File: src/rtl/muldiv_pkg.sv
// Shared definitions for the HI/LO multiply/divide unit and the EX decoder.
package muldiv_pkg;
  localparam int MULDIV_WIDTH = 32;

  typedef enum logic [1:0] {IDLE, MUL, DIV, FIX} state_e;
  typedef enum logic {STEP_MUL, STEP_DIV} step_mode_e;

  // SPECIAL-opcode funct codes handled by this unit
  localparam logic [5:0] FUNCT_MFHI  = 6'h10;
  localparam logic [5:0] FUNCT_MTHI  = 6'h11;
  localparam logic [5:0] FUNCT_MFLO  = 6'h12;
  localparam logic [5:0] FUNCT_MTLO  = 6'h13;
  localparam logic [5:0] FUNCT_MULT  = 6'h18;
  localparam logic [5:0] FUNCT_MULTU = 6'h19;
  localparam logic [5:0] FUNCT_DIV   = 6'h1A;
  localparam logic [5:0] FUNCT_DIVU  = 6'h1B;
endpackage

File: src/rtl/muldiv_iter_step.sv
// One iteration of the unsigned multiply (shift-add) or divide (restoring).
// Accumulator layout: MUL {partial_hi, multiplier_rest}; DIV {remainder, dividend_rest/quotient}.
module muldiv_iter_step
  import muldiv_pkg::*;
#(
  parameter int WIDTH = MULDIV_WIDTH
) (
  input  step_mode_e         mode_i,
  input  logic [2*WIDTH-1:0] acc_i,
  input  logic [WIDTH-1:0]   operand_i,
  output logic [2*WIDTH-1:0] acc_o,
  output logic               q_bit_o
);
  logic [WIDTH:0]   sum;
  logic [WIDTH:0]   shifted;
  logic [WIDTH-1:0] addend;
  logic [WIDTH-1:0] rem_sub;
  logic             ge;

  always_comb begin
    addend  = acc_i[0] ? operand_i : {WIDTH{1'b0}};
    sum     = {1'b0, acc_i[2*WIDTH-1:WIDTH]} + {1'b0, addend};
    shifted = {acc_i[2*WIDTH-1:WIDTH], acc_i[WIDTH-1]};
    ge      = shifted >= {1'b0, operand_i};
    // remainder after subtract is below the divisor, so the low WIDTH bits suffice
    rem_sub = shifted[WIDTH-1:0] - operand_i;
    q_bit_o = 1'b0;
    acc_o   = {sum, acc_i[WIDTH-1:1]};
    if (mode_i == STEP_DIV) begin
      q_bit_o = ge;
      acc_o   = {(ge ? rem_sub : shifted[WIDTH-1:0]), acc_i[WIDTH-2:0], ge};
    end
  end
endmodule

File: src/rtl/muldiv_hilo_unit.sv
// Iterative MULT/MULTU/DIV/DIVU with architectural HI/LO, stalling EX while busy.
// Operands are reduced to magnitudes at accept; signs are re-applied in FIX.
module muldiv_hilo_unit
  import muldiv_pkg::*;
#(
  parameter int WIDTH = MULDIV_WIDTH
) (
  input  logic             clk,
  input  logic             rst_n,
  input  logic             ex_valid,
  input  logic             is_mult,
  input  logic             is_div,
  input  logic             is_signed,
  input  logic             is_mfhi,
  input  logic             is_mflo,
  input  logic             is_mthi,
  input  logic             is_mtlo,
  input  logic [WIDTH-1:0] rs_data,
  input  logic [WIDTH-1:0] rt_data,
  output logic [WIDTH-1:0] hilo_rdata,
  output logic             busy,
  output logic             stall,
  output logic             done
);
  localparam int CNT_W = $clog2(WIDTH) + 1;

  state_e             state_q, state_d;
  logic [CNT_W-1:0]   cnt_q, cnt_d;
  logic [2*WIDTH-1:0] acc_q, acc_d;
  logic [WIDTH-1:0]   opa_q, opa_d, opb_q, opb_d;
  logic [WIDTH-1:0]   hi_q, hi_d, lo_q, lo_d;
  logic               neg_res_q, neg_res_d, neg_rem_q, neg_rem_d;
  logic               div0_q, div0_d, op_div_q, op_div_d, done_q, done_d;

  logic [WIDTH-1:0]   rs_mag, rt_mag, step_operand;
  logic [2*WIDTH-1:0] step_acc, prod_fix;
  logic               step_q;
  step_mode_e         step_mode;

  assign busy       = (state_q != IDLE);
  assign stall      = ex_valid & busy & (is_mult | is_div | is_mfhi | is_mflo | is_mthi | is_mtlo);
  assign done       = done_q;
  assign hilo_rdata = is_mfhi ? hi_q : lo_q;

  assign rs_mag       = (is_signed & rs_data[WIDTH-1]) ? -rs_data : rs_data;
  assign rt_mag       = (is_signed & rt_data[WIDTH-1]) ? -rt_data : rt_data;
  assign step_mode    = (state_q == DIV) ? STEP_DIV : STEP_MUL;
  assign step_operand = (state_q == DIV) ? opb_q : opa_q;
  assign prod_fix     = neg_res_q ? -acc_q : acc_q;

  muldiv_iter_step #(.WIDTH(WIDTH)) u_step (
    .mode_i    (step_mode),
    .acc_i     (acc_q),
    .operand_i (step_operand),
    .acc_o     (step_acc),
    .q_bit_o   (step_q)
  );

  always_comb begin
    state_d   = state_q;
    cnt_d     = cnt_q;
    acc_d     = acc_q;
    opa_d     = opa_q;
    opb_d     = opb_q;
    hi_d      = hi_q;
    lo_d      = lo_q;
    neg_res_d = neg_res_q;
    neg_rem_d = neg_rem_q;
    div0_d    = div0_q;
    op_div_d  = op_div_q;
    done_d    = 1'b0;
    case (state_q)
      IDLE: begin
        if (ex_valid && (is_mult || is_div)) begin
          opa_d     = rs_mag;
          opb_d     = rt_mag;
          neg_res_d = is_signed & (rs_data[WIDTH-1] ^ rt_data[WIDTH-1]);
          neg_rem_d = is_signed & rs_data[WIDTH-1];
          div0_d    = (rt_data == '0);
          op_div_d  = ~is_mult;
          acc_d     = is_mult ? {{WIDTH{1'b0}}, rt_mag} : {{WIDTH{1'b0}}, rs_mag};
          cnt_d     = CNT_W'(WIDTH - 1);
          state_d   = is_mult ? MUL : DIV;
        end else if (ex_valid) begin
          if (is_mthi) hi_d = rs_data;
          if (is_mtlo) lo_d = rs_data;
        end
      end
      MUL, DIV: begin
        acc_d = (state_q == DIV) ? {step_acc[2*WIDTH-1:1], step_q} : step_acc;
        if (cnt_q == '0) state_d = FIX;
        else             cnt_d   = cnt_q - CNT_W'(1);
      end
      FIX: begin
        done_d  = 1'b1;
        state_d = IDLE;
        if (!op_div_q) begin
          {hi_d, lo_d} = prod_fix;
        end else if (div0_q) begin
          lo_d = '1;
          hi_d = neg_rem_q ? -opa_q : opa_q;
        end else begin
          lo_d = neg_res_q ? -acc_q[WIDTH-1:0] : acc_q[WIDTH-1:0];
          hi_d = neg_rem_q ? -acc_q[2*WIDTH-1:WIDTH] : acc_q[2*WIDTH-1:WIDTH];
        end
      end
      default: state_d = IDLE;
    endcase
  end

  always_ff @(posedge clk) begin
    if (!rst_n) begin
      state_q   <= IDLE;
      cnt_q     <= '0;
      acc_q     <= '0;
      opa_q     <= '0;
      opb_q     <= '0;
      hi_q      <= '0;
      lo_q      <= '0;
      neg_res_q <= 1'b0;
      neg_rem_q <= 1'b0;
      div0_q    <= 1'b0;
      op_div_q  <= 1'b0;
      done_q    <= 1'b0;
    end else begin
      state_q   <= state_d;
      cnt_q     <= cnt_d;
      acc_q     <= acc_d;
      opa_q     <= opa_d;
      opb_q     <= opb_d;
      hi_q      <= hi_d;
      lo_q      <= lo_d;
      neg_res_q <= neg_res_d;
      neg_rem_q <= neg_rem_d;
      div0_q    <= div0_d;
      op_div_q  <= op_div_d;
      done_q    <= done_d;
    end
  end
endmodule

File: config.mk
export PLATFORM = sky130hd
export DESIGN_NAME = muldiv_hilo_unit
export DESIGN_NICKNAME = d
export VERILOG_FILES = /design/src/rtl/muldiv_pkg.sv /design/src/rtl/muldiv_iter_step.sv /design/src/rtl/muldiv_hilo_unit.sv
export SDC_FILE = /design/constraint.sdc
export NUM_CORES = 1
export LEC_CHECK = 0
export ABC_AREA = 0
export ABC_CLOCK_PERIOD_IN_PS = 4700
export BUFFER_PORTS_ARGS = -buffer_cell sky130_fd_sc_hd__buf_2
export CELL_PAD_IN_SITES_DETAIL_PLACEMENT = 1
export CELL_PAD_IN_SITES_GLOBAL_PLACEMENT = 2
export CORE_MARGIN = 4
export CORE_UTILIZATION = 34
export DETAILED_ROUTE_END_ITERATION = 16
export GPL_ROUTABILITY_DRIVEN = 0
export GPL_TIMING_DRIVEN = 0
export PLACE_DENSITY = 0.81
export SLEW_MARGIN = 20
export SYNTH_ARGS = -nofsm -noshare
export SYNTH_HDL_FRONTEND = slang
export SYNTH_HIERARCHICAL = 1
export SYNTH_SLANG_ARGS = --single-unit
File: constraint.sdc
create_clock -name clk -period 4.7 [get_ports clk]
set_input_delay 0.235 -clock clk [delete_from_list [all_inputs] [get_ports clk]]
set_output_delay 0.235 -clock clk [all_outputs]
set_load 0.005 [all_outputs]
==> impl_metrics.py, run 1 <==
metrics = {
    "yosys": {
        "yosys.area.top_type": "dfxtp_1",
        "synth_area_leaders": "dfxtp_1, xnor2_1, mux2_2, a21oi_1, ha_1",
        "synth_edf_count": 0,
        "synth_top_cell_area_share_pct": 21.5,
        "synthCells": 2547,
        "synth_most_common_cell": "nor2_1",
        "synth_seq_cells": 205,
        "synthArstFlopShare_pct": 0,
        "synth_flop_cell": "dfxtp_1",
        "syn-cell-area_um2": 19100,
        "avgSynthCellArea_um2": 7.51,
        "yosysUniqueCellTypes": 83,
        "synth_common_cells": "nor2_1, dfxtp_1, a21oi_1",
        "synth.yosys.seq_area_share_pct": 21.5,
        "yosysWarnings": 6,
        "synth_nets": 2697,
    },
    "critical_path": {
        "worstPathRequired_ns": 5.12,
        "crit_arrival_ns": 4.99,
        "crit_type": "reg -> reg",
        "r2r_slack_ns": 0.14,
        "crit-reg2reg-capture": "acc_q[0]",
        "r2r_start": "state_q[0]",
        "startpoint_type": "flop",
        "ff2ff_path_depth": 20,
        "crit_path_end_kind": "flop",
        "crit_fanout": 11,
    },
    "sta": {
        "min_period_ns": 4.56,
        "slew_headroom_pct": 19.7,
        "finalCritPeriodShare_pct": 97.1,
        "drv_slew": 0,
        "rsz0062_at_grt": "no",
        "setup_viol": 0,
        "finalClockSkew_ns": 0.0222,
        "whs_ns": 0.0782,
        "setup_ws_ns": 0.138,
        "maxClockFrequency_mhz": 219,
        "finalHoldViolations": 0,
        "tns_ns": 0,
        "worst_slew_pin_slew_ns": 1.21,
    },
    "clock_tree": {
        "clk_latency_ns": 0.58,
        "cts_buffer_depth": 3,
        "cts_buffers": 26,
        "root_buffer": "clkbuf_16",
        "cts_tree": "done",
        "htree_levels": 1,
        "clock_sinks": 205,
        "path_clk_slew_ns": 0.06,
    },
    "detailed_routing": {
        "drt-total-wl_um": 104000,
        "via_per_inst": 6.54,
        "firstDrtPassIters": 6,
        "wl_per_cell_um": 30.2,
        "drtIter0Drc": 2436,
        "ant_nets": 0,
        "vias": 22600,
        "drc_errors": 0,
    },
    "floorplan": {
        "ios": 109,
        "start_util_pct": 34.5,
        "die_y_um": 245,
        "fp.dieW_um": 245,
        "fp-row-count": 86,
        "design.core.area_um2": 55400,
        "fp.dieArea_um2": 60100,
    },
    "grt": {
        "grt_max_degree": 14,
        "grt_pass1_wl_um": 149000,
        "grt-ovfl-total": 0,
        "grt_usage_pct": 32.8,
        "grt_pass1_vias": 21900,
        "grt_antenna_before_repair": 4,
    },
    "placement": {
        "dp_hpwl_um": 84300,
        "numPlacedInstances": 3397,
        "pre_cts_ws_ns": -0.759,
        "port_buffers": 102,
    },
    "finish": {
        "fin_util_pct": 38.9,
        "layout-drive-gt1-share_pct": 11.5,
        "layout.nets": 2828,
        "areaGrowthSynthToFinish_pct": 12.8,
        "final_cells": 3448,
    },
    "min_path": {
        "hold_end": "opb_q[0]",
        "hp-class": "in -> reg",
        "hold_start": "rt_data[0]",
        "min_path_cells": 3,
    },
    "outcome": {
        "status": "finished clean",
    },
    "run": {
        "cap_violations": 0,
    },
    "power": {
        "vdd_drop_max_v": 0.000300,
        "p_leak_uw": 0.00813,
        "p_per_area_nw_per_um2": 561,
    },
}
stage by stage:
step / power, uW / area [um2]
final: 12100 / 21600
after CTS: 11800 / 21500
after detailed placement: 9560 / 20600
after global routing: 12600 / 21600
after global placement: 9400 / 20600
after floorplan: 7020 / 19100
power breakdown:
group | internal [uW] | switching, uW
Sequential | 2080 | 647
Clock | 1240 | 902
Combinational | 2400 | 4830
flip-flops by register name, summed over array words and instances (netlist names):
| signal | cells |
|---|---|
| hi_q | 32 |
| lo_q | 32 |
| neg_rem_q | 1 |
| neg_res_q | 1 |
| op_div_q | 1 |
| opa_q | 32 |
| div0_q | 1 |
| state_q | 2 |
| acc_q | 64 |
| opb_q | 32 |
| done | 1 |
| cnt_q | 6 |
worst max-delay path, cell delays in order, from the launching register on:
cell and delay (ns):
dfxtp_1 0.31, inv_1 0.16, ha_4 0.27, clkbuf_2 0.29
mux2_2 0.45, inv_1 0.08, ha_1 0.23, buf_6 0.14
a21o_1 0.17, a21o_1 0.17, a21o_1 0.19, a21o_1 0.18
a21o_1 0.20, a2111oi_4 0.40, o21a_4 0.24, nor2_2 0.09
a21o_1 0.17, mux2i_1 0.32, a211oi_1 0.14, a21oi_1 0.16
nor2_1 0.06
layer usage:
metal	wire [um]	global-route usage, %	up-vias	share of wire [%]
li1	-	-	9811	-
met1	42100	43.4	11100	40
met2	45600	52.2	1311	44
met3	9710	5.18	358	9.3
met4	6770	16.1	2	6.5
met5	17	0	-	0.016
layout make-up:
type	instances	area [um2]
tap	748	936
fill	6874	33800
antenna	2	5.00
buffer	205	808
inverter	79	297
clock buffer	33	707
timing repair buffer	105	533
sequential	205	4110
clock inverter	15	180
multi-input combinational	2056	14000
worst max-delay path by stage:
stage	start	slack (ns)	end
after CTS	state_q[0]	0.02	acc_q[0]
after floorplan	state_q[0]	0.56	acc_q[0]
after detailed placement	state_q[0]	-0.76	acc_q[59]
after global placement	state_q[0]	-0.72	acc_q[59]
final	state_q[0]	0.14	acc_q[0]
after global routing	state_q[0]	0.02	acc_q[0]
logic make-up after synthesis:
kind of cell	count (synthesis)	share of synthesized area (%)
AOI/OAI and AO/OA	819	29.2
buffers and inverters	286	5.77
xor gates and xnor gates	192	8.80
muxes	139	7.98
adders and majority gates	76	5.05
DFF	205	21.5
and+or+nand+nor	830	21.8
placed cells by master (no fill, tap or decap), drive strengths merged, types with 79 or more instances in the layout:
cell / instances
clkbuf: 209
mux2: 97
nand2: 180
a21oi: 194
buf: 134
a211oi: 79
o21ai: 133
xnor2: 126
dfxtp: 205
nor2: 222
repair_timing:
| action | in CTS | in global routing |
|---|---|---|
| hold endpoints to repair | 0 | 0 |
| gates cloned | 0 | 0 |
| setup buffers | 3 | 0 |
| hold buffers | 0 | 0 |
| pin swaps | 2 | 1 |
| endpoints found under the setup margin | 33 | 28 |
| gates resized for setup | 8 | 19 |
No activity file was read; power rests on OpenSTA's default activity.
==> inputs of run 2 (changes only) <==
- CORE_ASPECT_RATIO: unset -> 1.4
==> run 2 against run 1 <==
Effect of this change: count of clock-buffer cells in the layout down 2; utilization about the same; critical path depth unchanged; die area about the same; clock power about the same; clock skew up 0.0057 ns; global-route usage up 0.71 points; largest cell class unchanged.
==> impl_metrics.py, run 2 (synthesis gave the netlist of run 1 again) <==
metrics = {
    "power": {
        "p_per_area_nw_per_um2": 560,
        "power_uw": 12100,
        "power.switching_uw": 6390,
        "netSwitchingFraction_pct": 52.8,
        "p_leak_uw": 0.00816,
        "clockPowerShare_pct": 17.8,
        "internal_power_uw": 5710,
        "power_frac_comb_pct": 59.1,
        "vdd_drop_max_v": 0.000361,
        "seqPwrFrac_pct": 23.1,
    },
    "floorplan": {
        "design.core.area_um2": 55500,
        "fp.dieW_um": 208,
        "die_y_um": 289,
        "start_util_pct": 34.4,
        "fp-row-count": 102,
        "ios": 109,
        "fp.dieArea_um2": 60100,
    },
    "finish": {
        "layout.nets": 2835,
        "stdcell_area_um2": 21600,
        "multi_input_area_um2": 14000,
        "final_common_cell": "nor2_1",
        "layout-drive-gt1-share_pct": 11.4,
        "mostFrequentLayoutCells": "nor2_1, dfxtp_1, a21oi_1",
        "fill_cells": 6863,
        "largest_reg_flops": 64,
        "areaGrowthSynthToFinish_pct": 13.0,
        "largest_register": "acc_q",
        "regArea_um2": 4110,
    },
    "critical_path": {
        "critPathMaxStageDelay_ns": 0.45,
        "worstPathRequired_ns": 5.13,
        "crit_fanout": 10,
        "startpoint_type": "flop",
        "crit_arrival_ns": 4.95,
        "crit_type": "reg -> reg",
        "crit_path_end_kind": "flop",
        "crit_buf_inv": 4,
        "path_cells": "inv_1 > ha_4 > clkbuf_2 > mux2_2 > inv_1 > ha_1 > buf_6 > a21o_1 > a21o_1 > a21o_1 > a21o_1 > a21o_1 > a2111oi_4 > o21a_4 > nor2_2 > a21o_1 > mux2i_1 > a211oi_1 > a21oi_1 > nor2_1",
        "cp_common_cell": "a21o_1",
        "path_delay_family": "compound AO/OA/AOI/OAI gates",
        "r2r_start": "state_q[0]",
        "cp-startpoint": "state_q[0]",
        "worst_path_max_delay_cell": "a2111oi_4",
    },
    "detailed_routing": {
        "vias": 22500,
        "drc_errors": 0,
        "wl_per_cell_um": 30.9,
        "ant_nets": 0,
        "drtIter0Drc": 2058,
        "drt-total-wl_um": 106000,
        "firstDrtPassIters": 5,
        "via_per_inst": 6.55,
    },
    "grt": {
        "grt_max_degree": 15,
        "grt_pass1_vias": 22600,
        "grt_usage_pct": 33.6,
        "grt_antenna_before_repair": 4,
        "grt-ovfl-total": 0,
        "grt_pass1_wl_um": 152000,
    },
    "clock_tree": {
        "clk_latency_ns": 0.58,
        "cts_tree": "done",
        "cts_buffer_depth": 3,
        "htree_levels": 1,
        "path_clk_slew_ns": 0.07,
        "cts_buffers": 25,
        "clock_sinks": 205,
        "root_buffer": "clkbuf_16",
    },
    "sta": {
        "maxClockFrequency_mhz": 221,
        "slew_headroom_pct": 20.7,
        "worst_slew_pin_slew_ns": 1.19,
        "finalClockSkew_ns": 0.0279,
        "whs_ns": 0.0923,
        "finalCritPeriodShare_pct": 96.2,
        "min_period_ns": 4.52,
        "drv_slew": 0,
        "setup_viol": 0,
        "setup_ws_ns": 0.181,
        "finalHoldViolations": 0,
        "tns_ns": 0,
        "rsz0062_at_grt": "no",
    },
    "placement": {
        "pre_cts_ws_ns": -0.868,
        "postPlaceCellArea_um2": 20500,
        "port_buffers": 102,
        "dp_hpwl_um": 85000,
    },
    "outcome": {
        "status": "finished clean",
    },
    "run": {
        "cap_violations": 0,
    },
    "min_path": {
        "hp-class": "in -> reg",
        "hold_start": "is_signed",
    },
}
## run 2: layer usage
layer	vias up	routed length, um	track usage, %
met5	-	0	0
met4	0	11500	28.2
met3	443	7700	5.78
met2	1210	49300	57.0
met1	11000	37500	36.4
li1	9801	-	-
## run 2: power by group through the flow
stage,clock network (uW),registers (uW),logic (uW)
5_1_grt,2230,2800,7590
3_5_place_dp,0,2780,6820
3_3_place_gp,0,2760,6720
4_1_cts,2160,2750,6900
6_report,2150,2790,7150
2_1_floorplan,0,2400,4630
## run 2: layout make-up
cell class / count / area share (%)
inverters: 79 / 1.37
plain buffers: 206 / 3.77
flip-flops and latches: 205 / 19.0
diodes: 3 / 0.0348
well taps: 728 / 4.22
clock buffers: 31 / 3.09
repair buffers: 112 / 2.75
clock inverters: 14 / 0.985
multi-input cells: 2056 / 64.8
## run 2: path summary, 6_finish.rpt
check                            endpoint  slack (ns)  depth (start not counted)
worst min register to register   lo_q[21]        0.45                          2
worst max register to register   acc_q[0]        0.18                         20
worst min-delay path            neg_res_q        0.09                          3
worst max-delay path             acc_q[0]        0.18                         20
## run 2: repair_timing
action / CTS / global route
gates resized for setup: 11 / 15
gates cloned: 0 / 0
pin swaps: 1 / 2
hold buffers: 3 / 0
setup endpoints to repair: 33 / 29
setup buffers: 1 / 6
hold endpoints to repair: 3 / 0
## run 2: worst register-to-register path, cell delays in order (launching register included)
cell	delay (ns)
dfxtp_1	0.31
inv_1	0.13
ha_4	0.25
clkbuf_2	0.30
mux2_2	0.43
inv_1	0.08
ha_1	0.23
buf_6	0.14
a21o_1	0.18
a21o_1	0.17
a21o_1	0.21
a21o_1	0.18
a21o_1	0.20
a2111oi_4	0.45
o21a_4	0.24
nor2_2	0.10
a21o_1	0.18
mux2i_1	0.26
a211oi_1	0.12
a21oi_1	0.16
nor2_1	0.06
## run 2: stage by stage
| step | utilization, % | instances |
|---|---|---|
| 2_1_floorplan | - | 2547 |
| 3_3_place_gp | 37.0 | 3377 |
| 3_5_place_dp | 37.0 | 3377 |
| 4_1_cts | 38.7 | 3425 |
| 5_1_grt | 38.9 | 3431 |
| 6_report | 38.9 | 3434 |
==> inputs of run 3 (changes only) <==
- ABC_AREA: 0 -> 1
- CORE_UTILIZATION: 34 -> 33
- GPL_TIMING_DRIVEN: 0 -> unset
- PLACE_DENSITY: 0.81 -> 0.86
==> run 3 against run 2 <==
Effect of this change: die area is 18% higher; hold slack worse by 0.058 ns; register-to-register slack better by 0.49 ns; via count is 17% higher; clock power hardly changed; sequential power is 2% lower; power is 4.4% higher; non-clock buffer count is 166 lower; cell area is 11% higher; count of clock-buffer cells in the layout is 3 higher; wire length is 6.7% higher; largest power group unchanged.
==> impl_metrics.py, run 3 <==
metrics = {
    "clock_tree": {
        "root_buffer": "clkbuf_16",
        "htree_levels": 1,
        "post-cts-setup-buffers": 0,
        "cts_tree": "done",
        "path_clk_slew_ns": 0.06,
        "clk_latency_ns": 0.58,
        "cts_buffer_depth": 3,
        "clock_sinks": 205,
        "cts_buffers": 25,
    },
    "power": {
        "power_uw": 12600,
        "internal_power_uw": 5620,
        "p_leak_uw": 0.0121,
        "power_frac_comb_pct": 61.1,
        "clockPowerShare_pct": 17.2,
        "p_per_area_nw_per_um2": 526,
        "netSwitchingFraction_pct": 55.5,
        "vdd_drop_max_v": 0.000292,
        "power.switching_uw": 7010,
        "seqPwrFrac_pct": 21.7,
    },
    "finish": {
        "mostFrequentLayoutCells": "nand2_1, inv_1, nand3_1",
        "largest_register": "acc_q",
        "regArea_um2": 4110,
        "multi_input_area_um2": 15200,
        "fill_cells": 9056,
        "largest_reg_flops": 64,
        "fin_util_pct": 36.6,
        "final_common_cell": "nand2_1",
        "areaGrowthSynthToFinish_pct": 9.58,
        "layout-drive-gt1-share_pct": 10.0,
        "layout.nets": 4023,
    },
    "yosys": {
        "synth_top_cell_area_share_pct": 18.7,
        "syn-cell-area_um2": 21900,
        "synth_flop_cell": "dfxtp_1",
        "yosys.area.top_type": "dfxtp_1",
        "avgSynthCellArea_um2": 5.69,
        "synth_seq_cells": 205,
        "synthCells": 3855,
        "synth_area_leaders": "dfxtp_1, nand2_1, nand3_1, inv_1, o21ai_0",
        "synth_common_cells": "nand2_1, inv_1, nand3_1",
        "synth_edf_count": 0,
        "yosysUniqueCellTypes": 56,
        "synth.yosys.seq_area_share_pct": 18.7,
        "synthArstFlopShare_pct": 0,
        "yosysWarnings": 6,
        "synth_most_common_cell": "nand2_1",
        "synth_nets": 4005,
    },
    "detailed_routing": {
        "wl_per_cell_um": 23.9,
        "drc_errors": 0,
        "wl_met3_um": 4570,
        "via_per_inst": 5.55,
        "ant_nets": 0,
        "top_layer": "met5",
        "drt-total-wl_um": 113000,
        "met1_length_um": 41500,
        "drtIter0Drc": 1973,
        "vias": 26300,
        "wl_met2_um": 53400,
        "firstDrtPassIters": 5,
    },
    "critical_path": {
        "worstPathRequired_ns": 5.12,
        "crit_arrival_ns": 4.45,
        "crit_fanout": 56,
        "cp_common_cell": "nand2_1",
        "critPathMaxStageDelay_ns": 0.56,
        "path_cells": "inv_1 > ha_4 > buf_4 > nand2_1 > o21ai_0 > inv_1 > ha_1 > nand2_1 > nor2_2 > nand2_1 > nor2_2 > nand3_1 > nand3_2 > nor2_2 > nand2_2 > buf_4 > nand2_1 > nand3_1 > nand2_1 > a22oi_1 > nor2_1",
        "crit_buf_inv": 4,
        "startpoint_type": "flop",
        "worst_path_max_delay_cell": "ha_4",
        "crit_path_end_kind": "flop",
        "crit_type": "reg -> reg",
        "path_delay_family": "simple AND/OR/NAND/NOR gates",
    },
    "sta": {
        "finalClockSkew_ns": 0.0254,
        "worst_slew_pin_slew_ns": 1.13,
        "finalCritPeriodShare_pct": 85.8,
        "maxClockFrequency_mhz": 248,
        "rsz0062_at_grt": "no",
        "setup_viol": 0,
        "slew_headroom_pct": 24.9,
        "tns_ns": 0,
        "finalHoldViolations": 0,
        "setup_ws_ns": 0.669,
        "min_period_ns": 4.03,
        "drv_slew": 0,
    },
    "floorplan": {
        "start_util_pct": 33.4,
        "fp-row-count": 111,
        "ios": 109,
        "fp.dieW_um": 226,
        "design.core.area_um2": 65700,
        "fp.dieArea_um2": 70700,
        "die_y_um": 313,
    },
    "grt": {
        "grt_pass1_wl_um": 166000,
        "grt-ovfl-total": 0,
        "grt_max_degree": 90,
        "grt_pass1_vias": 26600,
        "grt_antenna_before_repair": 3,
        "grt_usage_pct": 31.1,
    },
    "placement": {
        "pre_cts_ws_ns": 0.758,
        "dp_hpwl_um": 91300,
        "port_buffers": 108,
    },
    "outcome": {
        "status": "finished clean",
    },
    "min_path": {
        "hp-class": "in -> reg",
    },
    "run": {
        "cap_violations": 0,
    },
}
==> run 3: cell types whose count changed in the layout (fill, tap and decap cells not counted), moves of 109 or more <==
cell / change
clkbuf_1: -175
inv_1: +407
nand2_1: +899
nand3_1: +300
o21ai_0: +213
xnor2_1: -109
==> run 3: metal layers <==
metal	track usage, %	up-vias
met2	52.6	815
met1	33.6	12600
met3	2.92	338
met4	29.6	2
li1	-	12600
met5	0	-
==> run 3: per-stage QoR <==
stage,cells,cell area (um2),hold WS [ns]
after floorplan,3855,21900,0.387
after global placement,4691,23100,0.448
after detailed placement,4691,23100,0.472
after CTS,4738,24000,0.00629
after global routing,4738,24000,0.0111
final,4739,24000,0.0343
==> run 3: worst paths after layout <==
kind | end | start | cells after the start | slack, ns
worst min-delay path | lo_q[0] | rs_data[0] | 3 | 0.03
worst min register to register | lo_q[9] | lo_q[9] | 2 | 0.48
worst max-delay path | acc_q[43] | state_q[0] | 21 | 0.67
worst max register to register | acc_q[43] | state_q[0] | 21 | 0.67
==> run 3: kinds of logic after synthesis <==
kind of cell             count (synthesis)  share of synthesized area (%)
AND/OR/NAND/NOR                       2052                           41.6
AO/OA/AOI/OAI                          756                           18.8
buffers and inverters                  667                           12.2
flip-flops                             205                           18.7
adder cells (fa/ha/maj)                 76                           4.41
XOR/XNOR                                72                           2.88
multiplexers                            27                           1.38
==> run 3: worst register-to-register path, stage by stage (launching register included) <==
cell and delay [ns]:
dfxtp_1 0.34, inv_1 0.14, ha_4 0.56, buf_4 0.37
nand2_1 0.10, o21ai_0 0.13, inv_1 0.08, ha_1 0.36
nand2_1 0.12, nor2_2 0.22, nand2_1 0.11, nor2_2 0.15
nand3_1 0.15, nand3_2 0.12, nor2_2 0.05, nand2_2 0.06
buf_4 0.36, nand2_1 0.13, nand3_1 0.09, nand2_1 0.06
a22oi_1 0.15, nor2_1 0.05
==> run 3: power by group through the flow <==
| stage | Combinational (uW) | Sequential (uW) | Clock [uW] |
|---|---|---|---|
| CTS | 7640 | 2720 | 2210 |
| global route | 8490 | 2760 | 2280 |
| finish | 7720 | 2740 | 2180 |
| global placement | 7530 | 2750 | 0 |
| floorplan | 5230 | 2420 | 0 |
| detailed placement | 7600 | 2750 | 0 |
==> run 3: what timing repair did <==
action                                  CTS  global route
hold buffers                              2             0
resized for setup                         0             0
endpoints found under the hold margin     2             0
endpoints found under the setup margin    0             0
==> run 3: cell type report <==
type | count | share of cell area (%)
Inverter | 506 | 7.92
Tap cell | 847 | 4.41
Sequential cell | 205 | 17.1
Multi-Input combinational cell | 2983 | 63.2
Timing Repair Buffer | 152 | 3.71
Clock inverter | 11 | 0.703
Antenna cell | 1 | 0.0104
Clock buffer | 34 | 3.00
